[config.mk]
export PLATFORM = sky130hd
export DESIGN_NAME = wdt_timer
export DESIGN_NICKNAME = d
export VERILOG_FILES = /design/src/rtl/wdt_pkg.sv /design/src/rtl/wdt_timer_prescaler.sv /design/src/rtl/wdt_timer.sv
export SDC_FILE = /design/constraint.sdc
export NUM_CORES = 1
export LEC_CHECK = 0
export CAP_MARGIN = 20
export CORE_AREA = 2 2 99 101
export CTS_BUF_LIST = sky130_fd_sc_hd__clkbuf_2
export DETAILED_ROUTE_END_ITERATION = 16
export DIE_AREA = 0 0 101 103
export MAX_ROUTING_LAYER = met4
export PLACE_DENSITY = 0.84
export SLEW_MARGIN = 20
export SYNTH_ARGS = -nofsm -noshare
export SYNTH_HDL_FRONTEND = slang
export SYNTH_SLANG_ARGS = --single-unit
[constraint.sdc]
create_clock -name clk -period 4.7 [get_ports clk]
set_input_delay 1.41 -clock clk [delete_from_list [all_inputs] [get_ports clk]]
set_output_delay 1.41 -clock clk [all_outputs]
set_load 0.1 [all_outputs]
[src/rtl/wdt_pkg.sv]
// wdt_pkg
// Shared types and constants for the watchdog timer.
//   wdt_state_e  : FSM state encoding (IDLE, ARMED, TIMEOUT)
//   WDT_A_*      : register-port addresses
package wdt_pkg;

    typedef enum logic [1:0] {
        IDLE    = 2'd0,
        ARMED   = 2'd1,
        TIMEOUT = 2'd2
    } wdt_state_e;

    localparam logic [1:0] WDT_A_WDEN   = 2'd0;
    localparam logic [1:0] WDT_A_WDLIVE = 2'd1;
    localparam logic [1:0] WDT_A_WTOCNT = 2'd2;
    localparam logic [1:0] WDT_A_WDCNT  = 2'd3;

endpackage

[src/rtl/wdt_timer_prescaler.sv]
// wdt_prescaler
// Divides the clock into a one-cycle tick every PRESCALE enabled cycles.
// Ports:
//   clk, rst_n : clock, asynchronous active-low reset
//   clr        : synchronous clear of the phase counter (wins over en)
//   en         : count enable; the counter holds while low
//   tick       : one-cycle pulse on the enabled cycle that wraps the counter
module wdt_prescaler #(
    parameter int PRESCALE = 1
) (
    input  logic clk,
    input  logic rst_n,
    input  logic clr,
    input  logic en,
    output logic tick
);

    if (PRESCALE <= 1) begin : g_pass
        // No division: every enabled cycle is a tick.
        logic unused_pass;
        assign unused_pass = clk ^ rst_n ^ clr;
        assign tick        = en;
    end else begin : g_div
        localparam int PW = $clog2(PRESCALE);

        logic [PW-1:0] pcnt_q;
        logic          last;

        assign last = (pcnt_q == PW'(PRESCALE - 1));
        assign tick = en && last;

        always_ff @(posedge clk or negedge rst_n) begin
            if (!rst_n) begin
                pcnt_q <= '0;
            end else if (clr) begin
                pcnt_q <= '0;
            end else if (en) begin
                pcnt_q <= last ? '0 : pcnt_q + PW'(1);
            end
        end
    end

endmodule

[src/rtl/wdt_timer.sv]
// wdt_timer
// Watchdog timer with a small register port. Raises a level timeout once the
// tick count reaches the programmed threshold; cleared by a kick or disable.
// Ports:
//   clk, rst_n : clock, asynchronous active-low reset
//   wdt_we     : register write strobe
//   wdt_addr   : 0 WDEN, 1 WDLIVE (write-only), 2 WTOCNT, 3 WDCNT (read-only)
//   wdt_wdata  : write data
//   wdt_rdata  : combinational read of wdt_addr
//   wto        : registered timeout level
//
// state   | meaning
// IDLE    | disabled; count and prescaler held at 0, wto=0
// ARMED   | counting ticks toward WTOCNT
// TIMEOUT | threshold reached; wto=1, count and prescaler hold
module wdt_timer
    import wdt_pkg::*;
#(
    parameter int CNT_W    = 32,
    parameter int PRESCALE = 1
) (
    input  logic        clk,
    input  logic        rst_n,
    input  logic        wdt_we,
    input  logic [1:0]  wdt_addr,
    input  logic [31:0] wdt_wdata,
    output logic [31:0] wdt_rdata,
    output logic        wto
);

    wdt_state_e       state_q;
    logic             wden_q;
    logic [CNT_W-1:0] wtocnt_q;
    logic [CNT_W-1:0] cnt_q;
    logic [CNT_W-1:0] cnt_d;
    logic             wto_q;

    logic [CNT_W-1:0] wdata_cnt;
    logic [31:0]      wtocnt_rd;
    logic [31:0]      cnt_rd;

    if (CNT_W >= 32) begin : g_wide
        assign wdata_cnt = CNT_W'(wdt_wdata);
        assign wtocnt_rd = wtocnt_q[31:0];
        assign cnt_rd    = cnt_q[31:0];
    end else begin : g_narrow
        assign wdata_cnt = wdt_wdata[CNT_W-1:0];
        assign wtocnt_rd = {{(32-CNT_W){1'b0}}, wtocnt_q};
        assign cnt_rd    = {{(32-CNT_W){1'b0}}, cnt_q};
    end

    logic wr_wden, wr_wtocnt, disable_wr, enable_wr, kick;
    logic active;
    logic tick;

    assign active     = (state_q != IDLE);
    assign wr_wden    = wdt_we && (wdt_addr == WDT_A_WDEN);
    assign wr_wtocnt  = wdt_we && (wdt_addr == WDT_A_WTOCNT);
    assign disable_wr = wr_wden && !wdt_wdata[0];
    assign enable_wr  = wr_wden &&  wdt_wdata[0];
    assign kick       = wdt_we && (wdt_addr == WDT_A_WDLIVE) && wdt_wdata[0] && active;

    // Saturating increment.
    assign cnt_d = (&cnt_q) ? cnt_q : cnt_q + CNT_W'(1);

    // The prescaler only advances while ARMED, so it holds in TIMEOUT.
    wdt_prescaler #(
        .PRESCALE (PRESCALE)
    ) u_prescaler (
        .clk   (clk),
        .rst_n (rst_n),
        .clr   (!active || kick || disable_wr),
        .en    (state_q == ARMED),
        .tick  (tick)
    );

    always_ff @(posedge clk or negedge rst_n) begin
        if (!rst_n) begin
            state_q  <= IDLE;
            wden_q   <= 1'b0;
            wtocnt_q <= '1;
            cnt_q    <= '0;
            wto_q    <= 1'b0;
        end else begin
            if (wr_wden)   wden_q   <= wdt_wdata[0];
            if (wr_wtocnt) wtocnt_q <= wdata_cnt;

            unique case (state_q)
                IDLE: begin
                    cnt_q <= '0;
                    wto_q <= 1'b0;
                    if (enable_wr) state_q <= ARMED;
                end
                ARMED, TIMEOUT: begin
                    if (disable_wr) begin
                        state_q <= IDLE;
                        cnt_q   <= '0;
                        wto_q   <= 1'b0;
                    end else if (kick) begin
                        state_q <= ARMED;
                        cnt_q   <= '0;
                        wto_q   <= 1'b0;
                    end else if (state_q == ARMED && tick) begin
                        cnt_q <= cnt_d;
                        if (cnt_d >= wtocnt_q) begin
                            state_q <= TIMEOUT;
                            wto_q   <= 1'b1;
                        end
                    end
                end
                default: begin
                    state_q <= IDLE;
                    cnt_q   <= '0;
                    wto_q   <= 1'b0;
                end
            endcase
        end
    end

    assign wto = wto_q;

    always_comb begin
        wdt_rdata = 32'd0;
        unique case (wdt_addr)
            WDT_A_WDEN:   wdt_rdata = {31'd0, wden_q};
            WDT_A_WDLIVE: wdt_rdata = 32'd0;
            WDT_A_WTOCNT: wdt_rdata = wtocnt_rd;
            WDT_A_WDCNT:  wdt_rdata = cnt_rd;
            default:      wdt_rdata = 32'd0;
        endcase
    end

endmodule

[Yosys cells after proc, flatten, opt, wreduce, memory -nomap -nowiden]
Cells that the tools add are included.
Cells by class
  add/sub/neg operators: 1
  $lt $le $gt $ge: 1
  equality and inequality tests: 8
  muxes and demuxes: 17
  reduce and logical (&&, ||, !) cells: 15
Operators by type and width (number)
  $mux W32: 5
  $pmux W32 S4: 1
  $add A32 B1 Y32 const B: 1
  $ge A32 B32 Y1: 1
  $reduce_and A32 Y1: 1
  $mux W2: 5
  $ne A4 B4 Y1 const B: 2
  $logic_and A1 B1 Y1: 7
  $eq A2 B2 Y1 const B: 3
  $mux W1: 5
  $eq A2 B1 Y1 const B: 2
  $logic_not A2 Y1: 2
  $pmux W2 S2: 1
  $reduce_and A3 Y1: 1
  $ne A2 B2 Y1 const B: 1
  $reduce_and A2 Y1: 1
  $reduce_bool A2 Y1: 1
  $reduce_or A2 Y1: 1
  $logic_not A1 Y1: 1
Word-level totals
  register bits: 68
  output and inout port bits: 33

[Logic depth before layout (Yosys ltp)]
Gate-level depths: netlist of the first run.
  depth in word-level cells: 8
  mapped depth: 16

[Cells and area by module]
A second synthesis of the first run with hierarchy kept.
Unflattened totals
  cells, all modules: 564
  area, all modules: 5337.6 um^2
By module, submodules not included
  wdt_timer: times used 1, cells an instance 563, area each 5330.1 um^2
  wdt_prescaler: times used 1, cells an instance 1, area each 7.5 um^2

[Worst setup path before layout of the first run]
No wires, ideal clock.
  path type: input to output
  from: in wdt_addr[0]
  to: out wdt_rdata[0]
  arrival time: 4.082 ns
  required time: 3.290 ns
  path slack: -0.792 ns
  cell stages on the path: 3
  cells stage by stage: clkbuf_1 clkbuf_1 o21ai_0
On the way
  longest elaborated chain between the ends: 2
Ends and longest elaborated chain
  start: declaration: line wdt_timer.sv:25  | input logic [1:0] wdt_addr,
  $eq A2 B2 Y1, or another cell as far along: line wdt_timer.sv:124  | unique case (wdt_addr)
  $pmux W32 S4 (*): line wdt_timer.sv:124
  end: declaration: line wdt_timer.sv:27  | output logic [31:0] wdt_rdata,
Every way passes the cells marked *; elsewhere a longest branch is shown, timed or not.

[Worst setup path in the final report of the first run]
  from: reg cnt_q[1]
  to: reg state_q[1]
On the way
  longest elaborated chain between the ends: 5
Ends and longest elaborated chain
  start: declaration: line wdt_timer.sv:34  | logic [CNT_W-1:0] cnt_q;
  start signal: assignment: line wdt_timer.sv:104  | cnt_q <= cnt_d;
  $add A32 B1 Y32 / $reduce_and A32 Y1 (equally long branches): line wdt_timer.sv:64  | assign cnt_d = (&cnt_q) ? cnt_q : cnt_q + CNT_W'(1);
  $mux W32 (*): line wdt_timer.sv:64
  $ge A32 B32 Y1 (*): line wdt_timer.sv:105  | if (cnt_d >= wtocnt_q) begin
  $ne A4 B4 Y1 (no line) (*)
  $reduce_and A3 Y1 (no line) (*)
  end signal: assignment: line wdt_timer.sv:79  | state_q <= IDLE;
  end signal: assignment: line wdt_timer.sv:106  | state_q <= TIMEOUT;
  end signal: assignment: line wdt_timer.sv:112  | state_q <= IDLE;
  end: declaration: line wdt_timer.sv:31  | wdt_state_e state_q;
Marks and branches as above.
A chain may end at the register's enable or synchronous reset.

==> results.ini, run 1 <==
[cells_and_area]
syn_to_final_growth_pct=25.3
stdcell_count=735
fillCellCount=753
layout-drive-gt1-share=0.277
n_antenna_cell=0
postLayoutCoreUtil=0.683
fin_nets=689

[logic_synthesis]
ys_warn_count=0
post_synth_num_cell_types=59
synth.avg_cell_area_um2=9.24
ys_seq_area_frac=0.338
synthArstFlopShare=1.00
syn_inst=558
synth-edff-count=0
synth-seq-cells=68
syn_area_mm2=0.00516
synth_nets=631
synth-main-ff-cell=dfrtp_1

[routing]
drt-total-wl_um=12400
dr.pass1.iters=7
drtAntennaViolNets=0
drtIter0Drc=290
vias_per_cell=6.04
vias=4437
drc=0
wire_per_inst_um=16.9

[global_route]
antenna_found_initial=0
grt_start_max_net_pins=41
track_usage=0.258
grt_pass1_vias=4272
grt_pass1_wl_um=20500
gr-total-overflow=0

[sta]
worst_pin_slew_ns=0.964
relSlewSlack=0.356
min_period_ns=4.25
fmax_mhz=235
rsz0062_at_grt=false
slew_viol_final=0
hold_viol_final=0
setup_violations=0
fin_crit_sh=0.904
fin_skew_ns=0.0323

[run]
maxCapViolCount=0

[clock_tree]
cts_resized=0
cts_buffers=9
cts_setup_buffers=0
path_clk_slew_ns=0.19
cts_hold_buffers=0
htreeDepth=3
clk_path_buf_depth=2
cts_tree=done
clockRootBuffer=clkbuf_2
clkSinkCount=68
worstSkewPairLatency_ns=0.57

[worst_hold_path]
hold_depth=2
hp-class=flip-flop to flip-flop

[setup_path]
cp-start-kind=flip-flop
crit_arrival_ns=4.72
end_kind=flip-flop
critPathKind=flip-flop to flip-flop
required_ns=5.17
r2r_cells=13
cp_max_fo=9

[floorplan]
io-pin-count=70
start_util=0.545
rows=36
die_x_um=101
core_mm2=0.00946
die_height_um=103
die_area_mm2=0.0104

[placed_design]
dp_hpwl_um=9200
gp_congestion=0.898
place_inst=719
numPortBuffers=69

[pwr]
powerDensity_mw_per_mm2=346
peakVddDrop_v=0.000350
p_leak_nw=2.87

[run_status]
outcome=finished, final reports clean

flip-flops by register name, indices dropped and copies added (netlist names):
name      cells
cnt_q        32
state_q       2
wden_q        1
wto           1
wtocnt_q     32
cell usage after synthesis (5+ instances only):
library cell   n  area (µm²)
mux2i_1       33         330
dfstp_2       32         841
and4_1         6        52.6
o31ai_1       10        75.1
ha_1          36         450
clkbuf_1      25        93.8
xnor2_1       22         193
and3_1         8        50.1
nand2_1       35         131
nand4_1       11        68.8
nor2_1        19        71.3
xor2_1         8        70.1
a21oi_1       25         125
o211ai_1       7        52.6
buf_2          7        35.0
nor2b_1       34         213
nand3_1       17        85.1
dfrtp_1       36         901
a41oi_1        7        61.3
inv_1         43         161
mux2_2        35         394
a31oi_1       13        81.3
o21ai_0       30         150
nor3_1         5        25.0
report_power, final:
part	switching (mW)	internal [mW]	total (mW)
clock	0.227	0.116	0.343
sequential	0.0692	0.702	0.771
combinational	0.699	0.422	1.12
cell families (layout without fill, tap and decap cells):
group	after synthesis	after routing	synth area share
buffers and inverters	81	144	0.0621
adder cells (fa/ha/maj)	36	36	0.0874
XOR/XNOR	30	30	0.0510
AO/OA/AOI/OAI	111	111	0.141
flip-flops	68	68	0.338
AND/OR/NAND/NOR	164	164	0.180
multiplexers	68	68	0.141
final timing paths:
check	end	slack, ns	startpoint
max in group asynchronous	wtocnt_q[0]	2.91	rst_n
hold reg to reg	wto	0.58	wto
setup reg to reg	state_q[1]	0.45	cnt_q[1]
hold / removal	wto	0.58	wto
setup / recovery	state_q[1]	0.45	cnt_q[1]
min in group asynchronous	cnt_q[9]	0.92	rst_n
worst max-delay path, cell delays in order (launching register included):
cell	delay [ns]
dfrtp_1	0.49
ha_1	0.24
and3_1	0.30
nand4_2	0.21
or4_1	0.74
nand2_1	0.18
xnor2_1	0.14
ha_1	0.27
a21oi_1	0.12
o21ai_0	0.11
a221oi_1	0.44
o21ai_0	0.22
a32oi_1	0.33
mux2_2	0.38
per-stage QoR:
stage | setup TNS (ns) | setup WS [ns] | total power, mW | area [µm²] | hold slack, ns
after global placement | 0 | 0.551 | 1.85 | 6360 | 0.522
after CTS | 0 | 0.511 | 2.24 | 6460 | 0.570
final | 0 | 0.450 | 2.24 | 6460 | 0.575
after global routing | 0 | 0.196 | 2.38 | 6460 | 0.590
after floorplan | -0.0321 | -0.0321 | 1.54 | 5230 | 0.503
after detailed placement | 0 | 0.525 | 1.89 | 6360 | 0.534
cells in the final DEF, fill, tap and decap left out, types with 4 or more instances in the layout:
master / count
a41oi_1: 7
o211ai_1: 7
nor2b_2: 28
ha_1: 36
clkinv_2: 4
mux2_2: 35
dfstp_2: 32
xnor2_1: 22
dfrtp_1: 36
and3_1: 8
nor3_1: 5
buf_12: 34
xor2_1: 8
and4_1: 6
or4_1: 4
inv_1: 43
mux2i_1: 33
clkbuf_2: 9
a21oi_1: 25
nand3_1: 17
o31ai_1: 10
buf_4: 14
nor2_1: 19
nand4_1: 11
and2_1: 4
nor2b_1: 6
clkdlybuf4s50_1: 35
nand2_1: 35
a31oi_1: 13
o21ai_0: 29
routing by layer:
| metal | part of all wire | vias up | routed length (µm) | track usage |
|---|---|---|---|---|
| met5 | 0 | - | 0 | - |
| met4 | 0.018 | 0 | 226 | 0.0967 |
| met3 | 0.049 | 24 | 605 | 0.0319 |
| met2 | 0.49 | 143 | 6050 | 0.421 |
| met1 | 0.44 | 2162 | 5520 | 0.331 |
| li1 | - | 2108 | - | - |
cell type report:
type	count	area [µm²]	area share
Clock inverter	7	57.6	0.00891
Clock buffer	9	45.0	0.00697
Inverter	43	161	0.0250
Multi-Input combinational cell	409	3160	0.490
Timing Repair Buffer	85	1150	0.177
Sequential cell	68	1740	0.270
Tap cell	114	143	0.0221
No activity file was read; power rests on OpenSTA's default activity.
==> inputs of run 2 (changes only) <==
Settings changed: CORE_AREA 2 2 99 101 to 2 2 103 105, DIE_AREA 0 0 101 103 to 0 0 105 107, PLACE_DENSITY 0.84 to 0.82.
Clock period 4.7 ns to 3.9 ns, I/O delays scaled along.
==> run 2 against run 1 <==
  * The flow now finishes with violations (design-rule violations)
  * Sequential cell count is the same
  * Worst setup slack worse by 0.26 ns
  * Wire length increased by 10%
  * Fmax up 15%
  * Power rose by 29%
  * Global-route usage up 0.12 points
  * Sequential share of layout area decreased by 2.0 points
==> results.ini, run 2 (synthesis results as in run 1) <==
[run_status]
outcome=finished with violations  ; was finished, final reports clean
violations=design-rule violations

[setup_path]
crit_arrival_ns=4.15  ; was 4.72 ns
cp_max_fo=7  ; was 9
r2r_cells=13  ; unchanged
cp-start-kind=flip-flop  ; unchanged
critPathKind=flip-flop to flip-flop  ; unchanged
end_kind=flip-flop  ; unchanged
required_ns=4.34  ; was 5.17 ns

[pwr]
p_clk_frac=0.145  ; was 0.153
comb_power_share=0.536  ; was 0.501
p_leak_nw=3.20  ; was 2.87 nW
powerDensity_mw_per_mm2=412  ; was 346 mW/mm²
peakVddDrop_v=0.000581  ; was 0.000350 V
pwr-share-seq=0.319  ; was 0.345
switching_share=0.435  ; was 0.445
p_int_mw=1.63  ; was 1.24 mW
switching_power_mw=1.25  ; was 0.995 mW

[routing]
drc=2  ; was 0
drt-total-wl_um=13700  ; was 12400 µm
drtIter0Drc=227  ; was 290
vias_per_cell=5.73  ; was 6.04
wire_per_inst_um=17.2  ; was 16.9 µm
drtAntennaViolNets=0  ; unchanged
dr.pass1.iters=11  ; was 7
vias=4560  ; was 4437

[placed_design]
dp_hpwl_um=9980  ; was 9200 µm
numPortBuffers=69  ; unchanged
placed_area_mm2=0.00677  ; was 0.00636 mm²
pre_cts_slack_ns=0.0542  ; was 0.525 ns
gp_congestion=0.914  ; was 0.898

[cells_and_area]
syn_to_final_growth_pct=35.5  ; was 25.3%
fin_nets=728  ; was 689
reg_top3=cnt_q x32, wtocnt_q x32, state_q x2  ; unchanged
layout_commonest_cell=buf_4  ; was inv_1
stdcell_area_mm2=0.00699  ; was 0.00646 mm²
n_antenna_cell=0  ; unchanged
fillCellCount=810  ; was 753
layout-drive-gt1-share=0.344  ; was 0.277
final_cell_mix=buf_4 (49), inv_1 (43), buf_12 (37)  ; was inv_1 (43), ha_1 (36), dfrtp_1 (36)

[sta]
worst_pin_slew_ns=0.780  ; was 0.964 ns
setup_tns_ns=0  ; unchanged
relSlewSlack=0.480  ; was 0.356
fin_skew_ns=0.0283  ; was 0.0323 ns
timing.final.ws_setup_ns=0.191  ; was 0.450 ns
slew_viol_final=0  ; unchanged
hold_viol_final=0  ; unchanged
fmax_mhz=270  ; was 235 MHz
setup_violations=0  ; unchanged
fin_crit_sh=0.951  ; was 0.904
min_period_ns=3.71  ; was 4.25 ns

[floorplan]
die_area_mm2=0.0112  ; was 0.0104 mm²
core_mm2=0.0101  ; was 0.00946 mm²
start_util=0.511  ; was 0.545
rows=37  ; was 36
die_x_um=105  ; was 101 µm
die_height_um=107  ; was 103 µm
io-pin-count=70  ; unchanged

[clock_tree]
clk_path_buf_depth=2  ; unchanged
cts_buffers=9  ; unchanged
cts_tree=done  ; unchanged
clockRootBuffer=clkbuf_2  ; unchanged
clkSinkCount=68  ; unchanged
worstSkewPairLatency_ns=0.54  ; was 0.57 ns
cts_hold_buffers=0  ; unchanged
path_clk_slew_ns=0.21  ; was 0.19 ns
htreeDepth=3  ; unchanged

[global_route]
gr-total-overflow=0  ; unchanged
grt_start_max_net_pins=38  ; was 41
grt_pass1_wl_um=22900  ; was 20500 µm
grt_pass1_vias=4752  ; was 4272
antenna_found_initial=0  ; unchanged
track_usage=0.259  ; was 0.258

[run]
maxCapViolCount=0  ; unchanged

[worst_hold_path]
hold_depth=1  ; was 2
hp-class=flip-flop to flip-flop  ; unchanged

[run 2: cell count changes in the layout (fill, tap and decap cells not counted), sizes merged]
cell           before  now
buf                50   90
clkinv              6    3
clkdlybuf4s50      35   34
clkbuf              9   12
[run 2: worst paths after layout]
path	slack, ns	end	start
setup / recovery	0.19	state_q[1]	cnt_q[16]
hold / removal	0.55	cnt_q[15]	cnt_q[15]
setup reg to reg	0.19	state_q[1]	cnt_q[16]
hold reg to reg	0.55	cnt_q[15]	cnt_q[15]
max in group asynchronous	2.47	wtocnt_q[8]	rst_n
min in group asynchronous	0.68	cnt_q[23]	rst_n
[run 2: what timing repair did]
action,4_1_cts,5_1_grt
hold endpoints to repair,0,0
cloned,0,1
buffers inserted,0,5
endpoints found under the setup margin,2,3
resized for setup,1,20
pin swaps,0,9
[run 2: power by group through the flow]
stage | Sequential [mW] | Clock, mW | Combinational, mW
final | 0.921 | 0.418 | 1.54
after global routing | 0.935 | 0.456 | 1.67
after CTS | 0.921 | 0.427 | 1.47
after detailed placement | 0.933 | 0 | 1.47
after global placement | 0.926 | 0 | 1.42
after floorplan | 0.949 | 0 | 0.933
[run 2: critical path: stages (launching register included)]
cell       delay (ns)
dfrtp_2          0.47
nand3_1          0.10
or4_4            0.55
a2111oi_4        0.33
buf_6            0.18
nand2_1          0.11
xnor2_2          0.17
ha_1             0.32
nand4_1          0.15
nor4_2           0.08
a2111oi_2        0.35
o211ai_1         0.20
a32oi_2          0.27
mux2_4           0.33
[run 2: layout make-up]
type                    count  area (µm²)  area share
flip-flops and latches     68        1740       0.250
repair buffers            124        1480       0.211
multi-input cells         409        3330       0.477
clock inverters             4        41.3     0.00591
inverters                  43         161      0.0231
clock buffers              12        60.1     0.00860
well taps                 136         170      0.0244
[run 2: through the flow]
stage | power (mW) | util | hold slack, ns | cells
finish | 2.88 | 0.692 | 0.554 | 796
global route | 3.07 | 0.692 | 0.598 | 796
CTS | 2.82 | 0.682 | 0.551 | 790
detailed placement | 2.40 | 0.671 | 0.510 | 774
global placement | 2.35 | 0.671 | 0.500 | 774
floorplan | 1.88 | - | 0.503 | 558
[run 2: per-layer routing]
layer	vias to the layer above	track usage	wire [µm]
met5	-	-	0
met4	0	0.0705	184
met3	14	0.0529	641
met2	130	0.430	6730
met1	2225	0.324	6100
li1	2191	-	-
